--- config.mk ---
export PLATFORM = sky130hd
export DESIGN_NAME = peg_l2_mac_rx
export DESIGN_NICKNAME = d
export VERILOG_FILES = /design/src/rtl/peg_l2_params.sv /design/src/rtl/peg_l2_crc32_byte.sv /design/src/rtl/peg_l2_mac_rx.sv
export SDC_FILE = /design/constraint.sdc
export NUM_CORES = 1
export LEC_CHECK = 0
export ABC_AREA = 1
export CORE_ASPECT_RATIO = 1.75
export CORE_MARGIN = 2
export CORE_UTILIZATION = 51
export DETAILED_ROUTE_END_ITERATION = 6
export PLACE_DENSITY = 0.77
export SYNTH_ARGS = -nofsm -noshare
export SYNTH_HDL_FRONTEND = slang
export SYNTH_SLANG_ARGS = --single-unit
--- constraint.sdc ---
create_clock -name rmii_ref_clk -period 6.3 [get_ports rmii_ref_clk]
set_clock_uncertainty 0.2 [all_clocks]
set_input_delay 1.26 -clock rmii_ref_clk [delete_from_list [all_inputs] [get_ports rmii_ref_clk]]
set_output_delay 1.26 -clock rmii_ref_clk [all_outputs]
set_load 0.005 [all_outputs]
--- src/rtl/peg_l2_params.sv ---
// Shared constants and types for the L2 MAC receive path.
// CRC-32 constants, broadcast address and the RX frame FSM states.
package peg_l2_params;

  localparam logic [31:0] CRC32_POLY_REFL = 32'hEDB8_8320;
  localparam logic [31:0] CRC32_RESIDUE   = 32'hDEBB_20E3;
  localparam logic [31:0] CRC32_INIT      = 32'hFFFF_FFFF;
  localparam logic [47:0] BCAST_ADDR      = 48'hFFFF_FFFF_FFFF;

  typedef enum logic [1:0] {
    ST_IDLE,
    ST_HDR,
    ST_BODY
  } rx_state_e;

  // Byte i of a MAC address in wire order (byte 0 sits in the top bits).
  function automatic logic [7:0] addr_byte(
    input logic [47:0] a,
    input logic [2:0]  i
  );
    logic [7:0] b;
    case (i)
      3'd0:    b = a[47:40];
      3'd1:    b = a[39:32];
      3'd2:    b = a[31:24];
      3'd3:    b = a[23:16];
      3'd4:    b = a[15:8];
      default: b = a[7:0];
    endcase
    return b;
  endfunction

endpackage

--- src/rtl/peg_l2_crc32_byte.sv ---
// Combinational one-byte step of the reflected Ethernet CRC-32.
// No final inversion; the caller owns the register and the residue check.
module peg_l2_crc32_byte
  import peg_l2_params::*;
(
  input  logic [31:0] crc_i,
  input  logic [7:0]  data_i,
  output logic [31:0] crc_o
);

  logic [31:0] c;

  always_comb begin
    c = crc_i ^ {24'h0, data_i};
    for (int b = 0; b < 8; b++) begin
      c = c[0] ? ((c >> 1) ^ CRC32_POLY_REFL) : (c >> 1);
    end
    crc_o = c;
  end

endmodule

--- src/rtl/peg_l2_mac_rx.sv ---
// MAC RX front-end: strips FCS through a 4-byte delay line, checks CRC,
// length, PHY error and DA filter, and emits a one-beat status per frame.
module peg_l2_mac_rx
  import peg_l2_params::*;
#(
  parameter int PKT_DATA_W  = 8,
  parameter int PKT_SIZE_W  = 16,
  parameter int MIN_FRM_LEN = 64,
  parameter int MAX_FRM_LEN = 1518,
  parameter int STAT_W      = 32
) (
  input  logic                  rmii_ref_clk,
  input  logic                  rst,
  input  logic [47:0]           config_mac_addr,
  input  logic                  config_promisc_en,
  input  logic                  pkt_valid,
  input  logic                  pkt_sop,
  input  logic                  pkt_eop,
  input  logic [PKT_DATA_W-1:0] pkt_data,
  input  logic                  pkt_error,
  output logic                  pkt_ready,
  output logic                  mac_valid,
  output logic                  mac_sop,
  output logic                  mac_eop,
  output logic [PKT_DATA_W-1:0] mac_data,
  output logic                  sts_valid,
  output logic [PKT_SIZE_W-1:0] sts_len,
  output logic                  sts_crc_err,
  output logic                  sts_runt,
  output logic                  sts_giant,
  output logic                  sts_phy_err,
  output logic                  sts_addr_miss,
  output logic [STAT_W-1:0]     stat_rx_good,
  output logic [STAT_W-1:0]     stat_rx_bad
);

  localparam logic [PKT_SIZE_W-1:0] MIN_L = PKT_SIZE_W'(MIN_FRM_LEN);
  localparam logic [PKT_SIZE_W-1:0] MAX_L = PKT_SIZE_W'(MAX_FRM_LEN);
  localparam logic [PKT_SIZE_W-1:0] DA_L  = PKT_SIZE_W'(6);

  rx_state_e state_q, state_d;
  logic [31:0] crc_q, crc_d, crc_in, crc_nx;
  logic [PKT_SIZE_W-1:0] cnt_q, cnt_d, cnt_n;
  logic [3:0][PKT_DATA_W-1:0] dly_q, dly_d;
  logic [2:0] fill_q, fill_d;
  logic eq_q, eq_d, eq_n;
  logic bc_q, bc_d, bc_n;
  logic phy_q, phy_d, phy_n;
  logic emit_q, emit_d;
  logic mv_q, mv_d, ms_q, ms_d, me_q, me_d;
  logic [PKT_DATA_W-1:0] md_q, md_d;
  logic sv_q, sv_d;
  logic [PKT_SIZE_W-1:0] slen_q, slen_d;
  logic [4:0] flg_q, flg_d;
  logic [STAT_W-1:0] good_q, good_d, bad_q, bad_d;
  logic take, abort, hdr, miss;
  logic [2:0] idx;
  logic [4:0] flg_n;

  assign take   = pkt_valid & (pkt_sop | (state_q != ST_IDLE));
  assign abort  = pkt_valid & pkt_sop & (state_q != ST_IDLE);
  assign crc_in = pkt_sop ? CRC32_INIT : crc_q;

  peg_l2_crc32_byte u_crc (
    .crc_i  (crc_in),
    .data_i (pkt_data),
    .crc_o  (crc_nx)
  );

  // Per-byte running values; a sop byte restarts them.
  always_comb begin
    cnt_n = pkt_sop ? PKT_SIZE_W'(1)
          : ((&cnt_q) ? cnt_q : cnt_q + 1'b1);
    hdr   = pkt_sop | (cnt_q < DA_L);
    idx   = pkt_sop ? 3'd0 : cnt_q[2:0];
    eq_n  = (pkt_sop | eq_q) &
            (!hdr | (pkt_data == addr_byte(config_mac_addr, idx)));
    bc_n  = (pkt_sop | bc_q) &
            (!hdr | (pkt_data == addr_byte(BCAST_ADDR, idx)));
    phy_n = (!pkt_sop & phy_q) | pkt_error;
    miss  = !((cnt_n >= DA_L) &
              (config_promisc_en | eq_n | bc_n));
    flg_n = {crc_nx != CRC32_RESIDUE, cnt_n < MIN_L,
             cnt_n > MAX_L, phy_n, miss};
  end

  always_comb begin
    state_d = state_q;
    crc_d   = crc_q;
    cnt_d   = cnt_q;
    dly_d   = dly_q;
    fill_d  = fill_q;
    eq_d    = eq_q;
    bc_d    = bc_q;
    phy_d   = phy_q;
    emit_d  = emit_q;
    mv_d    = 1'b0;
    ms_d    = 1'b0;
    me_d    = 1'b0;
    md_d    = '0;
    sv_d    = 1'b0;
    slen_d  = '0;
    flg_d   = '0;
    good_d  = good_q;
    bad_d   = bad_q;
    if (take) begin
      crc_d   = crc_nx;
      cnt_d   = cnt_n;
      eq_d    = eq_n;
      bc_d    = bc_n;
      phy_d   = phy_n;
      state_d = (cnt_n >= DA_L) ? ST_BODY : ST_HDR;
      if (pkt_sop) begin
        dly_d    = '0;
        dly_d[0] = pkt_data;
        fill_d   = 3'd1;
        emit_d   = 1'b0;
        if (abort) begin
          // Lost eop: close the old frame before the new one starts.
          mv_d   = emit_q;
          me_d   = emit_q;
          sv_d   = 1'b1;
          slen_d = cnt_q;
          flg_d  = 5'b00010;
          bad_d  = bad_q + 1'b1;
        end
      end else if (fill_q == 3'd4) begin
        mv_d   = 1'b1;
        ms_d   = !emit_q;
        me_d   = pkt_eop;
        md_d   = dly_q[0];
        dly_d  = {pkt_data, dly_q[3:1]};
        emit_d = 1'b1;
      end else begin
        dly_d[fill_q[1:0]] = pkt_data;
        fill_d = fill_q + 3'd1;
      end
      if (pkt_eop) begin
        state_d = ST_IDLE;
        crc_d   = CRC32_INIT;
        cnt_d   = '0;
        fill_d  = '0;
        emit_d  = 1'b0;
        if (!abort) begin
          sv_d   = 1'b1;
          slen_d = cnt_n;
          flg_d  = flg_n;
          if (|flg_n) bad_d  = bad_q + 1'b1;
          else        good_d = good_q + 1'b1;
        end
      end
    end
  end

  always_ff @(posedge rmii_ref_clk or posedge rst) begin
    if (rst) begin
      state_q <= ST_IDLE;
      crc_q   <= CRC32_INIT;
      cnt_q   <= '0;
      dly_q   <= '0;
      fill_q  <= '0;
      eq_q    <= 1'b0;
      bc_q    <= 1'b0;
      phy_q   <= 1'b0;
      emit_q  <= 1'b0;
      mv_q    <= 1'b0;
      ms_q    <= 1'b0;
      me_q    <= 1'b0;
      md_q    <= '0;
      sv_q    <= 1'b0;
      slen_q  <= '0;
      flg_q   <= '0;
      good_q  <= '0;
      bad_q   <= '0;
    end else begin
      state_q <= state_d;
      crc_q   <= crc_d;
      cnt_q   <= cnt_d;
      dly_q   <= dly_d;
      fill_q  <= fill_d;
      eq_q    <= eq_d;
      bc_q    <= bc_d;
      phy_q   <= phy_d;
      emit_q  <= emit_d;
      mv_q    <= mv_d;
      ms_q    <= ms_d;
      me_q    <= me_d;
      md_q    <= md_d;
      sv_q    <= sv_d;
      slen_q  <= slen_d;
      flg_q   <= flg_d;
      good_q  <= good_d;
      bad_q   <= bad_d;
    end
  end

  assign pkt_ready     = 1'b1;
  assign mac_valid     = mv_q;
  assign mac_sop       = ms_q;
  assign mac_eop       = me_q;
  assign mac_data      = md_q;
  assign sts_valid     = sv_q;
  assign sts_len       = slen_q;
  assign sts_crc_err   = flg_q[4];
  assign sts_runt      = flg_q[3];
  assign sts_giant     = flg_q[2];
  assign sts_phy_err   = flg_q[1];
  assign sts_addr_miss = flg_q[0];
  assign stat_rx_good  = good_q;
  assign stat_rx_bad   = bad_q;

endmodule

==> impl_metrics.csv <==
group,metric,value,unit
floorplan,io_pins,161,
clock_network,cts-root-buf,"clkbuf_16",
place,dpl.hpwl,27800,microns
clock_network,cts_made_buffers,17,
setup_path,arrival,5040,ps
global_routing,grt_pass1_wl,61300,microns
clock_network,clockBufferDepth,2,
sta,tightest_slew,1080,ps
routing,wire_per_inst,17.2,microns
sta,clock.fmax,0.205,GHz
status,status,"finished clean",
logic_synthesis,ys_seq_area_share,38.4,%
clock_network,insertion_delay,460,ps
layout,regArea,4690,sq um
floorplan,initial_core_util,51.5,%
sta,period_needed,4890,ps
logic_synthesis,yosysTopAreaCellShare,31.5,%
global_routing,gr-total-overflow,0,
floorplan,fp.dieW,121,microns
clock_network,cts_resized,0,
sta,hold_viol,0,
min_path,holdCritPathClass,"flop to flop",
power,pwr-share-seq,38.1,%
layout,drive_gt1_share,7.85,%
power,leakage,0.00678,uW
power,swShare,39.6,%
layout,area_growth,18.8,%
logic_synthesis,synth_cell_types,44,
logic_synthesis,synthTopCellsByArea,"dfrtp_1 (32%), nand2_1 (17%), nand3_1 (7.9%), dfstp_2 (6.9%), inv_1 (5.8%)",
setup_path,critPathRequiredTime,6450,ps
setup_path,ff2ff_path_depth,20,
global_routing,antenna_found_initial,0,
logic_synthesis,syn_avg_cell_area,6.89,sq um
clock_network,postCtsHoldBufs,0,
logic_synthesis,postSynthCellCount,1774,
clock_network,cts_tree,"built",
global_routing,grt_max_degree,187,
sta,setup_viol,0,
logic_synthesis,yosys.area.top_type,"dfrtp_1",
global_routing,grt_pass1_vias,11800,
routing,first_iter_violations,1047,
clock_network,post-cts-setup-buffers,0,
routing,post-route-drc-count,0,
logic_synthesis,synth_seq_cells,186,
layout,nets,1969,
logic_synthesis,syn-cell-area,12200,sq um
power,switchingPower,1670,uW
setup_path,endpoint_kind,"flop",
power,pwr-share-comb,36.3,%
layout,antenna_cells,0,
routing,viasPerCell,5.60,
floorplan,die_height,209,microns
global_routing,grt_usage,30.9,%
setup_path,path_class,"input port to flop",
routing,drt_pass1_iterations,5,
power,p_int,2550,uW
layout,multi_input_area,6390,sq um
floorplan,rows,75,
place,placed_cells,2187,
routing,wirelength,38300,microns
setup_path,cp_max_fo,35,
sta,hold_slack,229,ps
power,power_density,291,nW/um^2
sta,relSlewSlack,28.3,%
layout,final_cells,2218,
routing,dr_total_vias,12400,
power,clock_power_share,25.6,%
place,place.gp.congestion,1.01,
logic_synthesis,synth_nets,1845,
sta,final.period_utilization,77.6,%
flow_run,maxCapViolCount,0,
floorplan,die_area,25300,sq um
sta,rsz0062_at_grt,"false",
sta,slew_violations,0,
place,io_buffers,159,
routing,drtAntennaViolNets,0,
min_path,holdPathStages,1,
layout,finish.instance_area,14500,sq um
layout,nFillCells,2222,
sta,tns,0,ps
logic_synthesis,synth_warnings,0,
clock_network,cts_num_sinks,186,
setup_path,worstSetupStartpointType,"input port",
clock_network,clkTransAtPathRegs,70,ps
place,place_area,13900,sq um
power,vdd.ir_drop.worst,0.219,mV
clock_network,cts.htree.levels,4,
floorplan,coreArea,23700,sq um
metrics by stage:
step                      total power, uW  worst slack (ps)  utilization (%)
final                                4230              1410             61.2
after global routing                 4500               980             61.2
after CTS                            4220              1470             61.2
after detailed placement             3140               969             58.7
after global placement               3110              1110             58.7
after floorplan                      2600              2470                -
cells in the mapped netlist (all sizes together):
cell type and instances:
nor2 153, nor3 35, a21oi 23, conb 1
ha 8, clkinv 3, xor2 32, o211ai 2
inv 201, and3 2, nand3 194, buf 33
nor3b 3, dfrtp 154, nand3b 23, dfstp 32
o21ai 105, nand2 582, a31oi 1, a22oi 4
or2 8, o22a 1, nor4 11, o22ai 55
clkbuf 34, xnor2 19, or4 1, nand4 54
worst paths after layout:
kind	to	slack, ps	startpoint
max	stat_rx_bad[10]$_DFFE_PP0P_	1410	pkt_sop
max reg2reg	stat_rx_bad[11]$_DFFE_PP0P_	1740	cnt_q[0]$_DFFE_PP0P_
min reg2reg	mac_sop$_DFF_PP0_	230	emit_q$_DFFE_PP0P_
min in group asynchronous	stat_rx_good[23]$_DFFE_PP0P_	1220	rst
min	mac_sop$_DFF_PP0_	230	emit_q$_DFFE_PP0P_
max in group asynchronous	stat_rx_bad[23]$_DFFE_PP0P_	3890	rst
logic make-up (layout without fill, tap and decap cells):
kind of cell               after synthesis  after routing  share of synthesized area [%]
AOI/OAI and AO/OA                      191            191                           8.79
buffers and inverters                  271            407                           9.31
xor gates and xnor gates                51             51                           3.65
adders and majority gates                8              8                          0.819
DFF                                    186            186                           38.4
and+or+nand+nor                       1066           1066                           39.0
other                                    1              1                         0.0307
final cells by class:
cell class                 count  area share, %
tap                          308           2.65
timing repair buffer         172           11.7
clock inverter                10          0.724
inverter                     204           5.33
sequential                   186           32.3
multi-input combinational   1317           44.0
clock buffer                  21           3.24
worst max-delay path, stage by stage:
cell and delay, ps:
buf_2 350, buf_4 430, nor2_1 70, nand2_1 150
nand2_2 210, inv_2 180, nand2_1 120, nand2_1 170
nand2_1 110, nand3_1 100, nand2_1 100, nor2_1 140
nand3_1 110, nor2_1 160, nand3_1 120, nor2_2 120
nand2_1 60, buf_4 240, nand2_1 120, nand2_2 380
nand3b_1 260, nand2_1 70
state kept, by name (all words and copies together) (netlist names), 2 cells and up:
name and cells:
sts_len 16, flg_q 5, dly_q 32, cnt_q 16
stat_rx_good 32, fill_q 3, mac_data 8, stat_rx_bad 32
crc_q 32, state_q 2
layer usage:
layer  vias to the layer above  share of wire (%)  global-route usage [%]
met5                         -                  0                       0
met4                         0                5.9                    18.7
met3                       127                5.0                    5.08
met2                       449                 51                    53.1
met1                      5820                 38                    35.4
li1                       6020                  -                       -
cells in the final DEF (no fill, tap or decap), drive strengths merged, types with 2 or more instances in the layout:
cell | netlist | routed
nor3b | 3 | 3
ha | 8 | 8
buf | 33 | 14
and3 | 2 | 2
clkbuf | 34 | 21
clkinv | 3 | 6
nor4 | 11 | 11
inv | 201 | 204
xnor2 | 19 | 19
o211ai | 2 | 2
nand3 | 194 | 194
o21ai | 105 | 105
nand4 | 54 | 54
clkdlybuf4s50 | 0 | 158
dfstp | 32 | 32
o22ai | 55 | 55
dfrtp | 154 | 154
nor2 | 153 | 153
a22oi | 4 | 4
clkinvlp | 0 | 3
or2 | 8 | 8
nor3 | 35 | 35
nand3b | 23 | 23
xor2 | 32 | 32
nand2 | 582 | 582
a21oi | 23 | 23
power by group through the flow:
stage | registers (uW) | clock network (uW) | logic [uW]
final | 1610 | 1080 | 1530
after global routing | 1640 | 1140 | 1720
after CTS | 1610 | 1090 | 1520
after detailed placement | 1630 | 0 | 1510
after global placement | 1620 | 0 | 1490
after floorplan | 1570 | 0 | 1030
Note: power is estimated with default switching activity, not from simulation.
